`src/rtl/dcache_snoop_responder.sv`:
```
// DCache snoop responder: AC snoop request -> arbitrated line read -> CD burst.
// Define DCACHE_SNOOP_SKID_EN for a one-entry request buffer (accept while busy).
`ifndef DCACHE_BANK
`define DCACHE_BANK 8
`endif
`ifndef PADDR_SIZE
`define PADDR_SIZE 32
`endif
`ifndef CORE_WIDTH
`define CORE_WIDTH 1
`endif
`ifndef XLEN
`define XLEN 32
`endif

module dcache_snoop_responder #(
  parameter int BEATS     = `DCACHE_BANK,
  parameter int MAX_RETRY = 3,
  parameter int RETRY_GAP = 4
) (
  input  logic                       clk,
  input  logic                       rst,
  input  logic                       ac_valid,
  output logic                       ac_ready,
  input  logic [`PADDR_SIZE-1:0]     ac_addr,
  input  logic [7:0]                 ac_len,
  input  logic [`CORE_WIDTH+1:0]     ac_user,
  output logic                       cd_valid,
  input  logic                       cd_ready,
  output logic [`XLEN-1:0]           cd_data,
  output logic                       cd_last,
  output logic [`CORE_WIDTH+1:0]     cd_user,
  output logic                       lr_req,
  input  logic                       lr_ready,
  output logic [`PADDR_SIZE-1:0]     lr_addr,
  input  logic                       lr_rvalid,
  input  logic                       lr_hit,
  input  logic [BEATS*`XLEN-1:0]     lr_data,
  output logic                       snoop_err
);

  localparam int XL = `XLEN;
  localparam int PA = `PADDR_SIZE;
  localparam int UW = `CORE_WIDTH + 2;
  localparam int WB = $clog2(BEATS);
  localparam int CW = WB + 1;
  localparam int OB = $clog2(XL / 8);
  localparam int LB = OB + WB;
  localparam int RB = $clog2(MAX_RETRY + 1);
  localparam int GB = (RETRY_GAP > 1) ? $clog2(RETRY_GAP) : 1;

  typedef enum logic [2:0] {
    IDLE, REQ, WAIT, STREAM, GAP
  } state_t;

  state_t               state;
  logic [PA-1:OB]       addr_q;
  logic [7:0]           len_q;
  logic [UW-1:0]        user_q;
  logic [RB-1:0]        retry_q;
  logic [GB-1:0]        gap_q;
  logic [BEATS*XL-1:0]  line_q;
  logic [WB-1:0]        word_q;
  logic [CW-1:0]        left_q;
  logic [CW-1:0]        bcnt;

  logic                 ac_hs;
  logic                 last_hs;
  logic                 nx_v;
  logic [PA-1:OB]       nx_addr;
  logic [7:0]           nx_len;
  logic [UW-1:0]        nx_user;
  logic                 unused;

  assign unused  = ^ac_addr[OB-1:0];
  assign ac_hs   = ac_valid & ac_ready;
  assign last_hs = (state == STREAM) & cd_valid & cd_ready & cd_last;
  assign lr_addr = {addr_q[PA-1:LB], {LB{1'b0}}};
  assign cd_data = line_q[int'(word_q)*XL +: XL];
  assign cd_user = user_q;

  // bursts longer than a line are clamped to one full (wrapped) line
  always_comb begin
    bcnt = CW'(BEATS);
    if (int'(len_q) < BEATS - 1)
      bcnt = CW'(len_q) + CW'(1);
  end

`ifdef DCACHE_SNOOP_SKID_EN
  logic           sk_v;
  logic [PA-1:OB] sk_addr;
  logic [7:0]     sk_len;
  logic [UW-1:0]  sk_user;

  assign ac_ready = ~sk_v | last_hs;
  assign nx_v     = sk_v | ac_hs;
  assign nx_addr  = sk_v ? sk_addr : ac_addr[PA-1:OB];
  assign nx_len   = sk_v ? sk_len : ac_len;
  assign nx_user  = sk_v ? sk_user : ac_user;

  always_ff @(posedge clk) begin
    if (rst) begin
      sk_v    <= 1'b0;
      sk_addr <= '0;
      sk_len  <= '0;
      sk_user <= '0;
    end else if (last_hs) begin
      sk_v <= sk_v & ac_hs;
      if (sk_v & ac_hs) begin
        sk_addr <= ac_addr[PA-1:OB];
        sk_len  <= ac_len;
        sk_user <= ac_user;
      end
    end else if (state != IDLE && ac_hs) begin
      sk_v    <= 1'b1;
      sk_addr <= ac_addr[PA-1:OB];
      sk_len  <= ac_len;
      sk_user <= ac_user;
    end
  end
`else
  assign ac_ready = (state == IDLE);
  assign nx_v     = 1'b0;
  assign nx_addr  = ac_addr[PA-1:OB];
  assign nx_len   = ac_len;
  assign nx_user  = ac_user;
`endif

  always_ff @(posedge clk) begin
    if (rst) begin
      state     <= IDLE;
      addr_q    <= '0;
      len_q     <= '0;
      user_q    <= '0;
      retry_q   <= '0;
      gap_q     <= '0;
      word_q    <= '0;
      left_q    <= '0;
      cd_valid  <= 1'b0;
      cd_last   <= 1'b0;
      lr_req    <= 1'b0;
      snoop_err <= 1'b0;
    end else begin
      unique case (state)
        IDLE: begin
          if (ac_hs) begin
            addr_q  <= ac_addr[PA-1:OB];
            len_q   <= ac_len;
            user_q  <= ac_user;
            retry_q <= '0;
            lr_req  <= 1'b1;
            state   <= REQ;
          end
        end
        REQ: begin
          if (lr_ready) begin
            lr_req <= 1'b0;
            state  <= WAIT;
          end
        end
        WAIT: begin
          if (lr_rvalid) begin
            if (lr_hit || retry_q == RB'(MAX_RETRY)) begin
              line_q   <= lr_hit ? lr_data : '0;
              if (!lr_hit)
                snoop_err <= 1'b1;
              word_q   <= addr_q[LB-1:OB];
              left_q   <= bcnt;
              cd_last  <= (bcnt == CW'(1));
              cd_valid <= 1'b1;
              state    <= STREAM;
            end else begin
              retry_q <= retry_q + RB'(1);
              gap_q   <= '0;
              state   <= GAP;
            end
          end
        end
        GAP: begin
          if (gap_q == GB'(RETRY_GAP - 1)) begin
            lr_req <= 1'b1;
            state  <= REQ;
          end else begin
            gap_q <= gap_q + GB'(1);
          end
        end
        STREAM: begin
          if (last_hs) begin
            cd_valid <= 1'b0;
            cd_last  <= 1'b0;
            if (nx_v) begin
              addr_q  <= nx_addr;
              len_q   <= nx_len;
              user_q  <= nx_user;
              retry_q <= '0;
              lr_req  <= 1'b1;
              state   <= REQ;
            end else begin
              state <= IDLE;
            end
          end else if (cd_ready) begin
            word_q  <= word_q + WB'(1);
            left_q  <= left_q - CW'(1);
            cd_last <= (left_q == CW'(2));
          end
        end
        default: state <= IDLE;
      endcase
    end
  end

endmodule

```
`config.mk`:
```
export PLATFORM = sky130hd
export DESIGN_NAME = dcache_snoop_responder
export DESIGN_NICKNAME = d
export VERILOG_FILES = /design/src/rtl/dcache_snoop_responder.sv
export SDC_FILE = /design/constraint.sdc
export NUM_CORES = 1
export LEC_CHECK = 0
export CAP_MARGIN = 20
export CORE_MARGIN = 2
export CORE_UTILIZATION = 60
export CTS_BUF_LIST = sky130_fd_sc_hd__clkbuf_4
export CTS_CLUSTER_SIZE = 30
export DETAILED_ROUTE_END_ITERATION = 10
export DONT_BUFFER_PORTS = 1
export GPL_ROUTABILITY_DRIVEN = 0
export PLACE_DENSITY = 0.76
export SLEW_MARGIN = 20
export SYNTH_ARGS = -nofsm -noshare
export SYNTH_HDL_FRONTEND = slang
export SYNTH_SLANG_ARGS = --single-unit
```
`constraint.sdc`:
```
create_clock -name clk -period 14.7 [get_ports clk]
set_input_delay 1.47 -clock clk [delete_from_list [all_inputs] [get_ports clk]]
set_output_delay 1.47 -clock clk [all_outputs]
set_load 0.005 [all_outputs]
```
After elaboration in Yosys (flattened, before gate mapping)
Cells that the tools add are included.
Storage, ports and cells
  register bits: 315
  input bits: 306
  output and inout port bits: 72
Cells by class
  $add $sub $neg: 5
  magnitude comparators: 1
  equal/unequal tests: 19
  shifts and indexed selects: 1
  mux-type cells: 39
  bitwise operators: 6
  reductions and logical operators: 16
Operators with widths (count)
  $shiftx A256 B9 Y32: 1
  $mux W3: 10
  $reduce_and A4 Y1: 7
  $mux W4: 5
  $ne A2 B2 Y1 const B: 9
  $pmux W3 S5: 1
  $mux W2: 6
  $mux W1: 10
  $reduce_and A5 Y1: 2
  $lt A8 B3 Y1 const B: 1
  $pmux W2 S2: 2
  $pmux W4 S2: 1
  $eq A3 B2 Y1 const B: 2
  $pmux W3 S2: 1
  $reduce_bool A2 Y1: 3
  $add A2 B1 Y2 const B: 2
  $add A4 B1 Y4 const B: 1
  $and A1 B1 Y1: 4
  $eq A2 B2 Y1 const B: 2
  $eq A4 B1 Y1 const B: 1
  $eq A4 B2 Y1 const B: 1
  $pmux W1 S2: 2
  $sub A4 B1 Y4 const B: 1
  $add A3 B1 Y3 const B: 1
  10 further kinds: 11

Depth between registers and ports, before layout
  depth in word-level cells: 6
  mapped depth: 6
  gate-level depth less buffers: 5

Least setup slack after synthesis
Ideal clock, no wire load.
  path kind: input-to-reg
  from: input port rst
  to: register line_q[0] (enable)
  arrival time: 12476 ps
  slack: 1347 ps
  cell stages on the path: 3
  path buffers: 2
  cell sequence: clkbuf_1 > clkbuf_1 > nor2_1
Between the ends
  longest elaborated chain between the ends: 2
RTL lines
  start, declared: RTL line 22  | input logic rst,
  $not A1 Y1 (no line)
  $reduce_and A4 Y1 (no line)
  end signal, assigned: RTL line 164  | line_q <= lr_hit ? lr_data : '0;
  end, declared: RTL line 62  | logic [BEATS*XL-1:0] line_q;
No other way between the ends.
A chain may end at the register's enable or synchronous reset.

Worst setup path after layout
  from: register word_q[0]
  to: output port cd_data[23]
Between the ends
  longest elaborated chain between the ends: 1
RTL lines
  start, declared: RTL line 63  | logic [WB-1:0] word_q;
  start signal, assigned: RTL line 167  | word_q <= addr_q[LB-1:OB];
  start signal, assigned: RTL line 202  | word_q <= word_q + WB'(1);
  $shiftx A256 B9 Y32: RTL line 79  | assign cd_data = line_q[int'(word_q)*XL +: XL];
  end, declared: RTL line 30  | output logic [`XLEN-1:0] cd_data,
No other way between the ends.

==> impl_metrics.yaml <==
drt:
  routed_wl_mm: 29.3
  num_vias: 7831
  drt-initial-drc-count: 732
  post_drt_wl_per_cell_microns: 21.2
  drc: 0
  antenna_left: 0
  drt_pre_antenna_iters: 5
  via_per_inst: 5.67
power:
  switching_power_w: 0.000477
  p_seq_share_pct: 53.0
  p_total_w: 0.00197
  combPwrFrac_pct: 9.8
  powerDensity_nw_per_um2: 131
  p_leak_nw: 5.03
  ir_drop_v: 0.0000748
  p_int_w: 0.00150
  clkPwrFrac_pct: 37.2
  swShare_pct: 24.1
status:
  outcome: "complete, no violations"
yosys:
  synth.avg_cell_area_sq_um: 14.1
  synthCells: 1005
  ys.flop_type: "edfxtp_1"
  mappedNetlistArea_sq_um: 14100
  seq_area_frac_synth_pct: 62.7
  synth_seq_cells: 315
  synth_edf_count: 256
  synthDistinctLibCells: 57
  ys_async_sr_fraction_pct: 0
  synth_warnings: 0
timing:
  clock_skew_ps: 23.6
  tightest_slew_ps: 1050
  drv_slew: 0
  tns_ps: 0
  max_freq_ghz: 0.215
  hold_viol: 0
  slew-limit-headroom_pct: 29.8
  rsz0062_at_grt: "false"
  fin_crit_ps: 4640
  fin_crit_sh_pct: 31.6
  setup_viol: 0
cts:
  cts_tree: "done"
  cts.sinks: 315
  cts_buffers: 81
  clock_latency_ps: 650
  root_buffer: "clkbuf_4"
  htreeDepth: 3
  cts_resized: 0
  clkTransAtPathRegs_ps: 60
  cts_hold_buf: 0
  post_cts_buffers: 0
  cts_buffer_depth: 3
global_routing:
  grt_max_degree: 261
  grt_pass1_vias: 7651
  grt_first_pass_wirelength_mm: 42.0
  grt_overflow: 0
  grtUsageTotal_pct: 23.0
  antenna_found_initial: 17
layout:
  final_core_util_pct: 64.7
  final_common_cell: "and2_1"
  fin_cells: 1380
  drive_above_1_share_pct: 22.0
  area_growth_pct: 6.70
  final_cell_mix: "and2_1, edfxtp_1, clkbuf_4, nand2_1, mux4_2"
  final_nets: 1311
worst_setup_path:
  critPathTopFamily: "multiplexers"
  crit_arrival_ps: 3170
  worstSetupPathType: "reg2out"
  cp_num_buf_inv: 1
  worst_setup_path_start_kind: "flop"
  slowest_stage: "dfxtp_4"
  cpPeakStageDelay_ps: 750
  crit_fanout: 38
  end_kind: "output pin"
  crit_chain: "buf_4, mux4_2, mux2_2"
  crit_required_ps: 13230
floorplanning:
  num_io_pins: 378
  die_width_microns: 158
  initial_core_util_pct: 60.6
  coreArea_sq_um: 23300
  dieArea_sq_um: 24800
  die_h_microns: 158
  row_count: 56
placed_design:
  dpl.hpwl_mm: 19.6
  dp_cells: 1235
  portBuffers: 0
flow_run:
  cap_viol_max_count: 0
min_path:
  hold_class: "reg2reg"
==> per-layer routing <==
| layer | wire length (microns) | share of wire, % | track usage (%) |
|---|---|---|---|
| met1 | 11900 | 41 | 30.4 |
| met2 | 14100 | 48 | 35.6 |
| met3 | 2400 | 8.2 | 6.94 |
| met4 | 882 | 3.0 | 10.2 |
| met5 | 38 | 0.13 | 0 |
==> kinds of logic (layout without fill, tap and decap cells) <==
family          count (synthesis)  in the layout  share of synthesized area (%)
flops                         315            315                           62.7
other cells                     1             19                         0.0265
xor+xnor                        3              3                          0.186
buf+inv                       105            143                           4.17
fa+ha+maj                       6              6                          0.531
mux                            98             98                           13.0
simple gates                  388            388                           15.8
compound gates                 89             89                           3.67
==> tightest hold or removal path, stage by stage (launching register included) <==
cell     delay (ps)
dfxtp_1         310
nand2_1          50
a21oi_1          50
==> final timing paths <==
kind	startpoint	end	slack, ps	cells after the start
hold reg to reg	len_q[5]$_SDFFE_PP0P_	len_q[5]$_SDFFE_PP0P_	460	2
setup / recovery	word_q[0]$_SDFFE_PP0P_	cd_data[23]	10060	3
setup reg to reg	state[0]$_SDFFE_PP0P_	line_q[8]$_SDFFCE_PN0P_	10220	6
hold / removal	len_q[5]$_SDFFE_PP0P_	len_q[5]$_SDFFE_PP0P_	460	2
==> power groups by stage <==
stage,sequential [W],clock [W],combinational (W)
floorplan,0.00104,0,0.000203
global placement,0.00107,0,0.000189
detailed placement,0.00107,0,0.000193
CTS,0.00105,0.000753,0.000194
global route,0.00105,0.000798,0.000214
finish,0.00105,0.000735,0.000193
==> cell type report <==
class | count | area [sq um]
Clock buffer | 113 | 848
Inverter | 6 | 22.5
Fill cell | 1738 | 8240
Multi-Input combinational cell | 589 | 4710
Tap cell | 319 | 399
Clock inverter | 18 | 151
Antenna cell | 14 | 35.0
Sequential cell | 315 | 8880
Timing Repair Buffer | 6 | 48.8
==> registers in the layout, indices dropped and copies added (netlist names) <==
| register | flops |
|---|---|
| addr_q | 30 |
| cd_last | 1 |
| cd_user | 3 |
| cd_valid | 1 |
| gap_q | 2 |
| left_q | 4 |
| len_q | 8 |
| line_q | 256 |
| lr_req | 1 |
| retry_q | 2 |
| snoop_err | 1 |
| state | 3 |
| word_q | 3 |
==> cells in the mapped netlist, types with 4 or more instances <==
cell type | instances | area share (%)
a21oi_1 | 53 | 1.9
a31oi_1 | 6 | 0.27
and2_1 | 258 | 11
buf_1 | 4 | 0.11
buf_2 | 9 | 0.32
buf_4 | 33 | 1.8
buf_6 | 8 | 0.64
clkbuf_1 | 45 | 1.2
dfxtp_1 | 59 | 8.4
edfxtp_1 | 256 | 54
ha_1 | 6 | 0.53
inv_1 | 6 | 0.16
mux2_2 | 32 | 2.5
mux4_2 | 61 | 9.7
nand2_1 | 87 | 2.3
nand3_1 | 6 | 0.21
nor2_1 | 11 | 0.29
o21ai_0 | 9 | 0.32
==> metrics by stage <==
| stage | setup WS (ps) | hold slack (ps) | instance area, sq um |
|---|---|---|---|
| final | 10060 | 458 | 15100 |
| after global routing | 9800 | 485 | 15100 |
| after CTS | 9900 | 458 | 15100 |
| after detailed placement | 9230 | 449 | 14100 |
| after global placement | 9330 | 441 | 14100 |
| after floorplan | 1350 | 436 | 14200 |
Note: power is estimated with default switching activity, not from simulation.
